### src/rtl/valids_expander.sv
// Expands a lane-count request into one or more contiguous valids-mask beats,
// low lanes first, at most PER_BEAT lanes per beat, with valid/ready on both sides.
module valids_expander #(
    parameter int LANES    = 16,
    parameter int CNT_W    = 5,
    parameter int PER_BEAT = 16
) (
    input  logic             clk,
    input  logic             rst_n,
    input  logic             in_valid,
    output logic             in_ready,
    input  logic [CNT_W-1:0] b,
    output logic             out_valid,
    input  logic             out_ready,
    output logic [LANES-1:0] valids,
    output logic             last,
    output logic             err
);

    localparam logic [CNT_W-1:0] LANES_C    = CNT_W'(LANES);
    localparam logic [CNT_W-1:0] PER_BEAT_C = CNT_W'(PER_BEAT);

    typedef enum logic [0:0] {IDLE, ISSUE} state_t;

    state_t           state;
    logic [CNT_W-1:0] rem;

    logic             in_fire;
    logic             out_fire;
    logic [CNT_W-1:0] src;
    logic [CNT_W-1:0] n;
    logic [LANES-1:0] nxt_valids;
    logic             nxt_last;
    logic [CNT_W-1:0] nxt_rem;

    function automatic logic [CNT_W-1:0] sat_count(input logic [CNT_W-1:0] x);
        return (x > LANES_C) ? LANES_C : x;
    endfunction

    function automatic logic [CNT_W-1:0] beat_count(input logic [CNT_W-1:0] x);
        return (x > PER_BEAT_C) ? PER_BEAT_C : x;
    endfunction

    // One extra bit so a full LANES-wide mask does not wrap to zero.
    function automatic logic [LANES-1:0] lane_mask(input logic [CNT_W-1:0] cnt);
        logic [LANES:0] one;
        logic [LANES:0] m;
        one = (LANES+1)'(1);
        m   = (one << cnt) - one;
        return m[LANES-1:0];
    endfunction

    assign out_fire = out_valid && out_ready;
    assign in_ready = rst_n && (state == IDLE || (out_fire && last && rem == '0));
    assign in_fire  = in_valid && in_ready;

    always_comb begin
        src        = in_fire ? sat_count(b) : rem;
        n          = beat_count(src);
        nxt_valids = lane_mask(n);
        nxt_last   = (src <= PER_BEAT_C);
        nxt_rem    = src - n;
    end

    // Stage boundary: next beat registered onto the outputs.
    always_ff @(posedge clk) begin
        if (!rst_n) begin
            state     <= IDLE;
            rem       <= '0;
            out_valid <= 1'b0;
            valids    <= '0;
            last      <= 1'b0;
            err       <= 1'b0;
        end else if (in_fire) begin
            if (b > LANES_C)
                err <= 1'b1;
            state     <= ISSUE;
            out_valid <= 1'b1;
            valids    <= nxt_valids;
            last      <= nxt_last;
            rem       <= nxt_rem;
        end else if (out_fire) begin
            if (!last) begin
                valids <= nxt_valids;
                last   <= nxt_last;
                rem    <= nxt_rem;
            end else begin
                state     <= IDLE;
                out_valid <= 1'b0;
                valids    <= '0;
                last      <= 1'b0;
            end
        end
    end

endmodule
### config.mk
export PLATFORM = sky130hd
export DESIGN_NAME = valids_expander
export DESIGN_NICKNAME = d
export VERILOG_FILES = /design/src/rtl/valids_expander.sv
export SDC_FILE = /design/constraint.sdc
export NUM_CORES = 1
export LEC_CHECK = 0
export CAP_MARGIN = 20
export CORE_AREA = 2 2 57 59
export DETAILED_ROUTE_END_ITERATION = 12
export DIE_AREA = 0 0 59 61
export MAX_ROUTING_LAYER = met4
export PLACE_DENSITY = 0.88
export SLEW_MARGIN = 10
export SYNTH_ARGS = -nofsm -noshare
export SYNTH_HDL_FRONTEND = slang
export SYNTH_SLANG_ARGS = --single-unit
### constraint.sdc
create_clock -name clk -period 5.1 [get_ports clk]
set_input_delay 0.51 -clock clk [delete_from_list [all_inputs] [get_ports clk]]
set_output_delay 0.51 -clock clk [all_outputs]
set_load 0.01 [all_outputs]
### After elaboration in Yosys (flattened, before gate mapping)

Cells that the tools add are included.

* add/sub/neg operators: 2
* $lt $le $gt $ge: 3
* equality and inequality tests: 1
* shift-type cells: 1
* mux-type cells: 15
* bitwise logic cells: 1
* reductions and logical operators: 12

Operators with widths (number)
* two-way mux 16 bit: 3
* two-way mux 5 bit: 6
* << shifter 1 x 5 -> 16 bit (first input constant): 1
* subtractor 16 x 1 -> 16 bit (second input constant): 1
* greater-than comparator 5 bit (second input constant): 2
* two-way mux 1 bit: 6
* AND reduction 2 bit: 3
* <= comparator 5 bit (second input constant): 1
* logical AND 1 bit: 5
* logical NOT 5 bit: 1
* subtractor 5 bit: 1
* nonzero test 2 bit: 2
* != test 2 x 1 -> 1 bit (second input constant): 1
* logical OR 1 bit: 1
* inverter 1 bit: 1

* register bits after elaboration: 24
* bits of input ports: 9
* output and inout port bits: 20
* word-level logic and storage cells: 40

### Longest topological paths before layout

Gate-level depths: netlist (run 1).

* word-level depth: 14
* depth in mapped cells: 11
* gate-level depth less buffers: 9

### Least setup slack after synthesis (run 1)

OpenSTA, ideal clock, no wires.

* path type: flip-flop to flip-flop
* from: reg rem[4]
* to: reg valids[14]
* library setup time: 0.062 ns
* data arrival time: 2.758 ns
* required time: 5.038 ns
* path slack: 2.280 ns
* stages on the path, launching flop included: 12
* path buffers: 2
* clock period less this slack: 2.820 ns
* path through: dfxtp_1 > buf_6 > or2_1 > buf_6 > o41ai_4 > a31oi_2 > or2_2 > nand3_1 > ha_1 > o221ai_2 > or4_1 > nand3_1

* longest elaborated chain between the ends: 13
* elaborated cells between the ends (all ways): 14
* classes of those cells: add/sub (1); order compare (1); shift (1); mux (5); reduce/logical (6)

RTL lines
* start, declared: RTL line 26 `logic [CNT_W-1:0] rem;`
* start signal, assigned: RTL line 81 `rem <= nxt_rem;`
* start signal, assigned: RTL line 86 `rem <= nxt_rem;`
* logical NOT 5 bit: RTL line 54 `assign in_ready = rst_n && (state == IDLE || (out_fire && last && rem == '0));`
* logical AND 1 bit: RTL line 54
* logical OR 1 bit: RTL line 54
* logical AND 1 bit: RTL line 54
* logical AND 1 bit: RTL line 55 `assign in_fire = in_valid && in_ready;`
* two-way mux 5 bit: RTL line 58 `src = in_fire ? sat_count(b) : rem;`
* greater-than comparator 5 bit: RTL line 41 `return (x > PER_BEAT_C) ? PER_BEAT_C : x;`
* two-way mux 5 bit: RTL line 41
* << shifter 1 x 5 -> 16 bit: RTL line 49 `m = (one << cnt) - one;`
* subtractor 16 x 1 -> 16 bit: RTL line 49
* two-way mux 16 bit: RTL line 83 `if (!last) begin`
* two-way mux 16 bit: RTL line 82 `end else if (out_fire) begin`
* two-way mux 16 bit: RTL line 74 `end else if (in_fire) begin`
* end signal, assigned: RTL line 79 `valids <= nxt_valids;`
* end signal, assigned: RTL line 84 `valids <= nxt_valids;`
* end, declared: RTL line 15 `output logic [LANES-1:0] valids,`

Several ways; a longest one is shown, not always the timed one. The select of a mux whose other input is x is not followed.
A chain may end at the register's enable or synchronous reset.

### Worst setup path in the final report (run 1)

* from: in rst_n
* to: reg valids[12]

* longest elaborated chain between the ends: 10
* elaborated cells between the ends (all ways): 11
* classes of those cells: add/sub (1); order compare (1); shift (1); mux (5); reduce/logical (3)

RTL lines
* start, declared: RTL line 9 `input logic rst_n,`
* logical AND 1 bit: RTL line 54
* logical AND 1 bit: RTL line 55
* two-way mux 5 bit: RTL line 58
* greater-than comparator 5 bit: RTL line 41
* two-way mux 5 bit: RTL line 41
* << shifter 1 x 5 -> 16 bit: RTL line 49
* subtractor 16 x 1 -> 16 bit: RTL line 49
* two-way mux 16 bit: RTL line 83
* two-way mux 16 bit: RTL line 82
* two-way mux 16 bit: RTL line 74

Several ways; a longest one is shown, not always the timed one. The select of a mux whose other input is x is not followed.

==> results of run 1 <==
-- through the flow --
stage                     cells  instance area [µm²]  power [mW]  utilization, %  hold slack (ns)
after global placement      242                 1866      0.3618           63.18           0.4546
after CTS                   246                 1918      0.5003           64.96           0.4899
after detailed placement    242                 1866      0.3631           63.18           0.4717
after floorplan             191                 1619      0.3133               -           0.4876
final                       246                 1918      0.5024           64.96           0.4874
after global routing        246                 1918      0.5245           64.96           0.5146
-- placed cells by master, fill, tap and decap left out, types with 6 or more instances in the layout --
cell	netlist	layout
a21boi_0	7	7
a21oi_1	6	6
a22oi_1	6	6
and2_1	6	6
clkdlybuf4s50_1	0	28
dfxtp_1	24	24
nand2_1	17	17
nand3_1	17	17
nor2_1	10	10
nor2b_1	7	7
o21ai_0	10	10
-- critical path: stages --
cell	delay, ns
clkdlybuf4s50_1	0.80
buf_4	0.31
and3b_1	0.27
nor3b_1	0.07
a31oi_1	0.52
nor3b_1	0.30
o221ai_2	0.20
a2111oi_0	0.47
a311o_1	0.18
-- worst min-delay path by stage --
stage | to | slack (ns) | startpoint | cells past startpoint
finish | valids[8]$_SDFFE_PN0P_ | 0.49 | valids[8]$_SDFFE_PN0P_ | 2
global route | valids[14]$_SDFFE_PN0P_ | 0.51 | valids[14]$_SDFFE_PN0P_ | 2
CTS | valids[8]$_SDFFE_PN0P_ | 0.49 | valids[8]$_SDFFE_PN0P_ | 2
detailed placement | valids[8]$_SDFFE_PN0P_ | 0.47 | valids[8]$_SDFFE_PN0P_ | 2
global placement | err$_SDFFE_PN0P_ | 0.45 | err$_SDFFE_PN0P_ | 1
floorplan | valids[11]$_SDFFE_PN0P_ | 0.49 | valids[11]$_SDFFE_PN0P_ | 2
-- cell families (layout without fill, tap and decap cells) --
logic type      count (synthesis)  count (layout)
compound gates                 62              62
xor+xnor                        4               4
fa+ha+maj                       3               3
buf+inv                        12              34
flops                          24              24
mux                             1               1
other cells                     2               2
simple gates                   83              83
-- cells in the mapped netlist (all sizes together) (2+ instances only) --
| cell type | instances |
|---|---|
| dfxtp | 24 |
| nand2 | 17 |
| nand3 | 17 |
| o21ai | 11 |
| nor2 | 10 |
| buf | 8 |
| a21boi | 7 |
| and2 | 7 |
| nor2b | 7 |
| a21oi | 6 |
| a22oi | 6 |
| or3 | 4 |
| a31oi | 3 |
| ha | 3 |
| nor3b | 3 |
| o2111ai | 3 |
| o31a | 3 |
| o41ai | 3 |
| or2 | 3 |
| a21o | 2 |
| a2bb2oi | 2 |
| and3b | 2 |
| clkbuf | 2 |
| conb | 2 |
| nor4 | 2 |
| nor4b | 2 |
| o21bai | 2 |
| o221ai | 2 |
| o22ai | 2 |
| or4 | 2 |
| xnor2 | 2 |
| xor2 | 2 |
-- metal layers --
metal | up-vias | track usage (%) | part of all wire (%)
met4 | 0 | 12.34 | 1.2
met3 | 5 | 2.772 | 7.0
li1 | 764 | - | -
met2 | 79 | 35.40 | 46
met5 | - | - | 0
met1 | 755 | 36.11 | 46
-- state kept, by name (all words and copies together), names as in the netlist --
register,flops
valids,16
rem,5
err,1
last,1
state,1
-- layout make-up --
class / instances / area share, %
repair buffers: 29 / 15.00
multi-input cells: 155 / 54.86
clock inverters: 1 / 1.566
flip-flops and latches: 24 / 25.05
inverters: 1 / 0.1957
clock buffers: 3 / 1.174
well taps: 33 / 2.153
-- report_power, final --
part           internal (mW)  switching (mW)
clock                 0.0795          0.0614
combinational         0.0676          0.0787
sequential             0.201          0.0139
==> results.cfg, run 1 <==
[clocking]
postCtsSetupRepairBufs = 0
cts_hold_buf = 0
cts.sinks = 24
clk_pin_slew_ns = 0.14
clock_path_buffers = 2
root_buffer = clkbuf_4
cts_htree_levels = 1
clkLatencyLatePin_ns = 0.32
cts_resized = 0
cts_tree = yes
cts_inserted_buffers = 3

[sta]
finalCritPeriodShare_pct = 66.10
finalCriticalPeriod_ns = 3.371
setup_viol = 0
setup_slack_ns = 1.729
fin_worst_skew_ns = 0.001340
slew_viol_final = 0
worst_pin_slew_ns = 0.6684
finalSetupTns_ns = 0
rsz0062_at_grt = no
slew-limit-headroom_pct = 55.23
max_freq_ghz = 0.2967
finalHoldViolations = 0

[placed_design]
io_buffers = 28
place_hpwl_um = 2937
gp_congestion = 0.9846
pre_cts_ws_ns = 1.424

[floorplanning]
start_util_pct = 54.83
die_w_um = 59
ios = 29
row_count = 20
die_h_um = 61
coreArea_mm2 = 0.002953
dieArea_mm2 = 0.003599

[drt]
vias = 1603
via_per_inst = 6.516
drtIter0Drc = 91
wl_per_cell_um = 16.70
ant_nets = 0
routed_wl_um = 4107
route.detailed.drc = 0
drtPass1Iterations = 4

[yosys]
synth_top_area_share_pct = 29.68
synthMuxAreaShare_pct = 0.6955
synth_ff_type = dfxtp_1
synth_edf_count = 0
synthAdderAreaFrac_pct = 2.318
synth_area_leaders = dfxtp_1, nand3_1, nand2_1
synthArstFlopShare_pct = 0
avgSynthCellArea_um2 = 8.477
synthCells = 191
synth_top_family_by_area = compound AO/OA/AOI/OAI gates
synthXorXnorAreaFrac_pct = 2.164
netlist_area_mm2 = 0.001619
synthDistinctLibCells = 63
ys_seq_elements = 24
yosysTopAreaCell = dfxtp_1
ys_seq_area_share_pct = 29.68
syn-num-nets = 203
synth_compound_area_share_pct = 30.53
synthSimpleGateAreaFrac_pct = 28.83
ys_warn_count = 0

[grt]
grt_pass1_wl_um = 6720
grt_use_total_pct = 25.34
grt_overflow = 0
grt_pass1_vias = 1428
grt_max_degree = 20
antenna_found_initial = 0

[cells_and_area]
area_growth_pct = 18.47
fillers = 267
layout-drive-gt1-share_pct = 9.859
ff_latch_area_um2 = 480.5
fin_nets = 226
diodes = 0
multiInputGateArea_mm2 = 0.001052

[setup_path]
cp_max_fo = 19
cp-endpoint = valids[12]$_SDFFE_PN0P_
start_kind = primary input
ff2ff_path_depth = 9
rrSetupSlack_ns = 1.90
arrival_ns = 3.65
rr_endpoint = valids[12]$_SDFFE_PN0P_
cp-end-kind = flop
crit_required_ns = 5.38
startpoint = rst_n
crit_type = primary input to flop
timing.rr.start = rem[2]$_SDFFE_PN0P_

[pwr]
ir_drop_mv = 0.1794
p_per_area_mw_per_mm2 = 261.9
leakage_nw = 0.6983

[job]
maxCapViolCount = 0

[run_status]
status = finished clean

[worst_hold_path]
hp-class = flop to flop
Power figures use the tool's default switching activity.
==> run 2, diff against run 1 <==
Settings changed: CORE_AREA 2 2 57 59 to 2 2 62 64, DIE_AREA 0 0 59 61 to 0 0 64 66, PLACE_DENSITY 0.88 to 0.8.
Clock period 5.1 ns to 3.1 ns, I/O delays scaled along.
==> run 2 against run 1 <==
Die area up 17%. Setup slack worse by 1.4 ns. Via count up 4.2%. Clock skew up 0.0055 ns. Non-clock buffer count up 18. Flip-flop and latch count unchanged. Register-to-register slack worse by 1.5 ns. Cell count up 13%. Sequential power up 62%. Wire length up 9.0%. Critical endpoint is now valids[14]$_SDFFE_PN0P_. Largest cell class unchanged.
==> results.cfg, run 2 (synthesis gave the netlist of run 1 again) <==
[drt]
wl_per_cell_um = 16.04
dr_wl_met3_um = 362
routed_wl_um = 4475
route.detailed.drc = 0
vias = 1670
m1WireLength_um = 2045
dr.max_layer_used = met4
via_per_inst = 5.986
drtIter0Drc = 158
ant_nets = 0
route.met2.wl_um = 2018
drtPass1Iterations = 4

[placed_design]
io_buffers = 28
placed_cells = 275
place_hpwl_um = 3338
gp_congestion = 0.9610
pre_cts_ws_ns = 0.1176

[floorplanning]
dieArea_mm2 = 0.004224
die_h_um = 66
ios = 29
die_w_um = 64
coreArea_mm2 = 0.003551
row_count = 22
start_util_pct = 45.60

[cells_and_area]
final_common_cell = clkdlybuf4s50_1
top_register = valids
layoutNonFillerInstCount = 279
diodes = 0
layout-drive-gt1-share_pct = 16.88
fin_util_pct = 58.35
reg.largest.list = valids (16), rem (5)
layout_common_cells = clkdlybuf4s50_1, dfxtp_1, buf_4
largest_reg_flops = 16
fillers = 345
fin_nets = 244
area_growth_pct = 27.98

[setup_path]
cpLargestDelayFamily = simple AND/OR/NAND/NOR gates
crit_type = flop to flop
slowest_delay_ns = 0.54
cp-end-kind = flop
crit_required_ns = 3.37
cpMostUsedCell = nand3_1
cp_max_fo = 7
crit_chain = or2_1, o41ai_4, a31oi_2, or2_2, nand3_1, ha_1, o221ai_2, or4_1, nand3_1
path_buf_inv = 0
slowest_stage = or4_1
arrival_ns = 3.02
start_kind = flop

[sta]
fin_worst_skew_ns = 0.006879
setup_slack_ns = 0.3510
slew-limit-headroom_pct = 60.33
rsz0062_at_grt = no
finalHoldViolations = 0
finalSetupTns_ns = 0
finalCriticalPeriod_ns = 2.749
slew_viol_final = 0
max_freq_ghz = 0.3638
finalCritPeriodShare_pct = 88.68
setup_viol = 0
worst_pin_slew_ns = 0.5951

[grt]
grt_overflow = 0
grt_pass1_vias = 1534
grt_pass1_wl_um = 7521
grt_max_degree = 21
grt_use_total_pct = 23.53
antenna_found_initial = 0

[clocking]
cts_htree_levels = 1
cts.sinks = 24
postCtsSetupRepairBufs = 0
cts_inserted_buffers = 3
root_buffer = clkbuf_4
clkLatencyLatePin_ns = 0.32
cts_resized = 0
clk_pin_slew_ns = 0.14
cts_tree = yes
clock_path_buffers = 2
cts_hold_buf = 0

[job]
maxCapViolCount = 0

[run_status]
status = finished clean

[pwr]
p_per_area_mw_per_mm2 = 410.3
ir_drop_mv = 0.2783
leakage_nw = 0.7873

[worst_hold_path]
hp-class = flop to flop
[run 2: cell types whose count changed in the layout (fill, tap and decap cells not counted), sizes merged]
| cell | previous run | this run |
|---|---|---|
| buf | 1 | 19 |
[run 2: layout make-up]
class / instances / area (µm²) / share of cell area (%)
multi-input cells: 155 / 1052 / 50.78
well taps: 48 / 60.06 / 2.899
clock buffers: 3 / 22.52 / 1.087
inverters: 1 / 3.754 / 0.1812
flip-flops and latches: 24 / 480.5 / 23.19
repair buffers: 47 / 422.9 / 20.41
clock inverters: 1 / 30.03 / 1.449
[run 2: where the power goes]
| part | switching (mW) | internal, mW | leakage [nW] |
|---|---|---|---|
| Combinational | 0.142 | 0.130 | 0.564 |
| Clock | 0.0985 | 0.131 | 0.0279 |
| Sequential | 0.0176 | 0.331 | 0.196 |
| Total | 0.258 | 0.592 | 0.787 |
[run 2: worst paths after layout]
check / from / to / slack, ns / cells past startpoint
setup / recovery: rem[2]$_SDFFE_PN0P_ / valids[14]$_SDFFE_PN0P_ / 0.35 / 9
setup reg to reg: rem[2]$_SDFFE_PN0P_ / valids[14]$_SDFFE_PN0P_ / 0.35 / 9
hold / removal: valids[11]$_SDFFE_PN0P_ / valids[11]$_SDFFE_PN0P_ / 0.48 / 2
hold reg to reg: valids[11]$_SDFFE_PN0P_ / valids[11]$_SDFFE_PN0P_ / 0.48 / 2
[run 2: tightest hold or removal path: stages (launching register included)]
cell,delay [ns]
dfxtp_1,0.34
nand2_1,0.05
a21boi_0,0.06
[run 2: metal layers]
| layer | GRT usage (%) | vias to the layer above |
|---|---|---|
| li1 | - | 802 |
| met1 | 31.45 | 775 |
| met2 | 38.41 | 89 |
| met3 | 1.363 | 4 |
| met4 | 7.337 | 0 |
| met5 | - | - |
[run 2: per-stage QoR]
step                      cell area, µm²  power (mW)  hold slack (ns)
after floorplan                     1619      0.5155           0.4876
final                               2072      0.8501           0.4768
after CTS                           2072      0.8542           0.4804
after detailed placement            2019      0.6239           0.4590
after global placement              2019      0.6246           0.4521
after global routing                2072      0.8945           0.5046
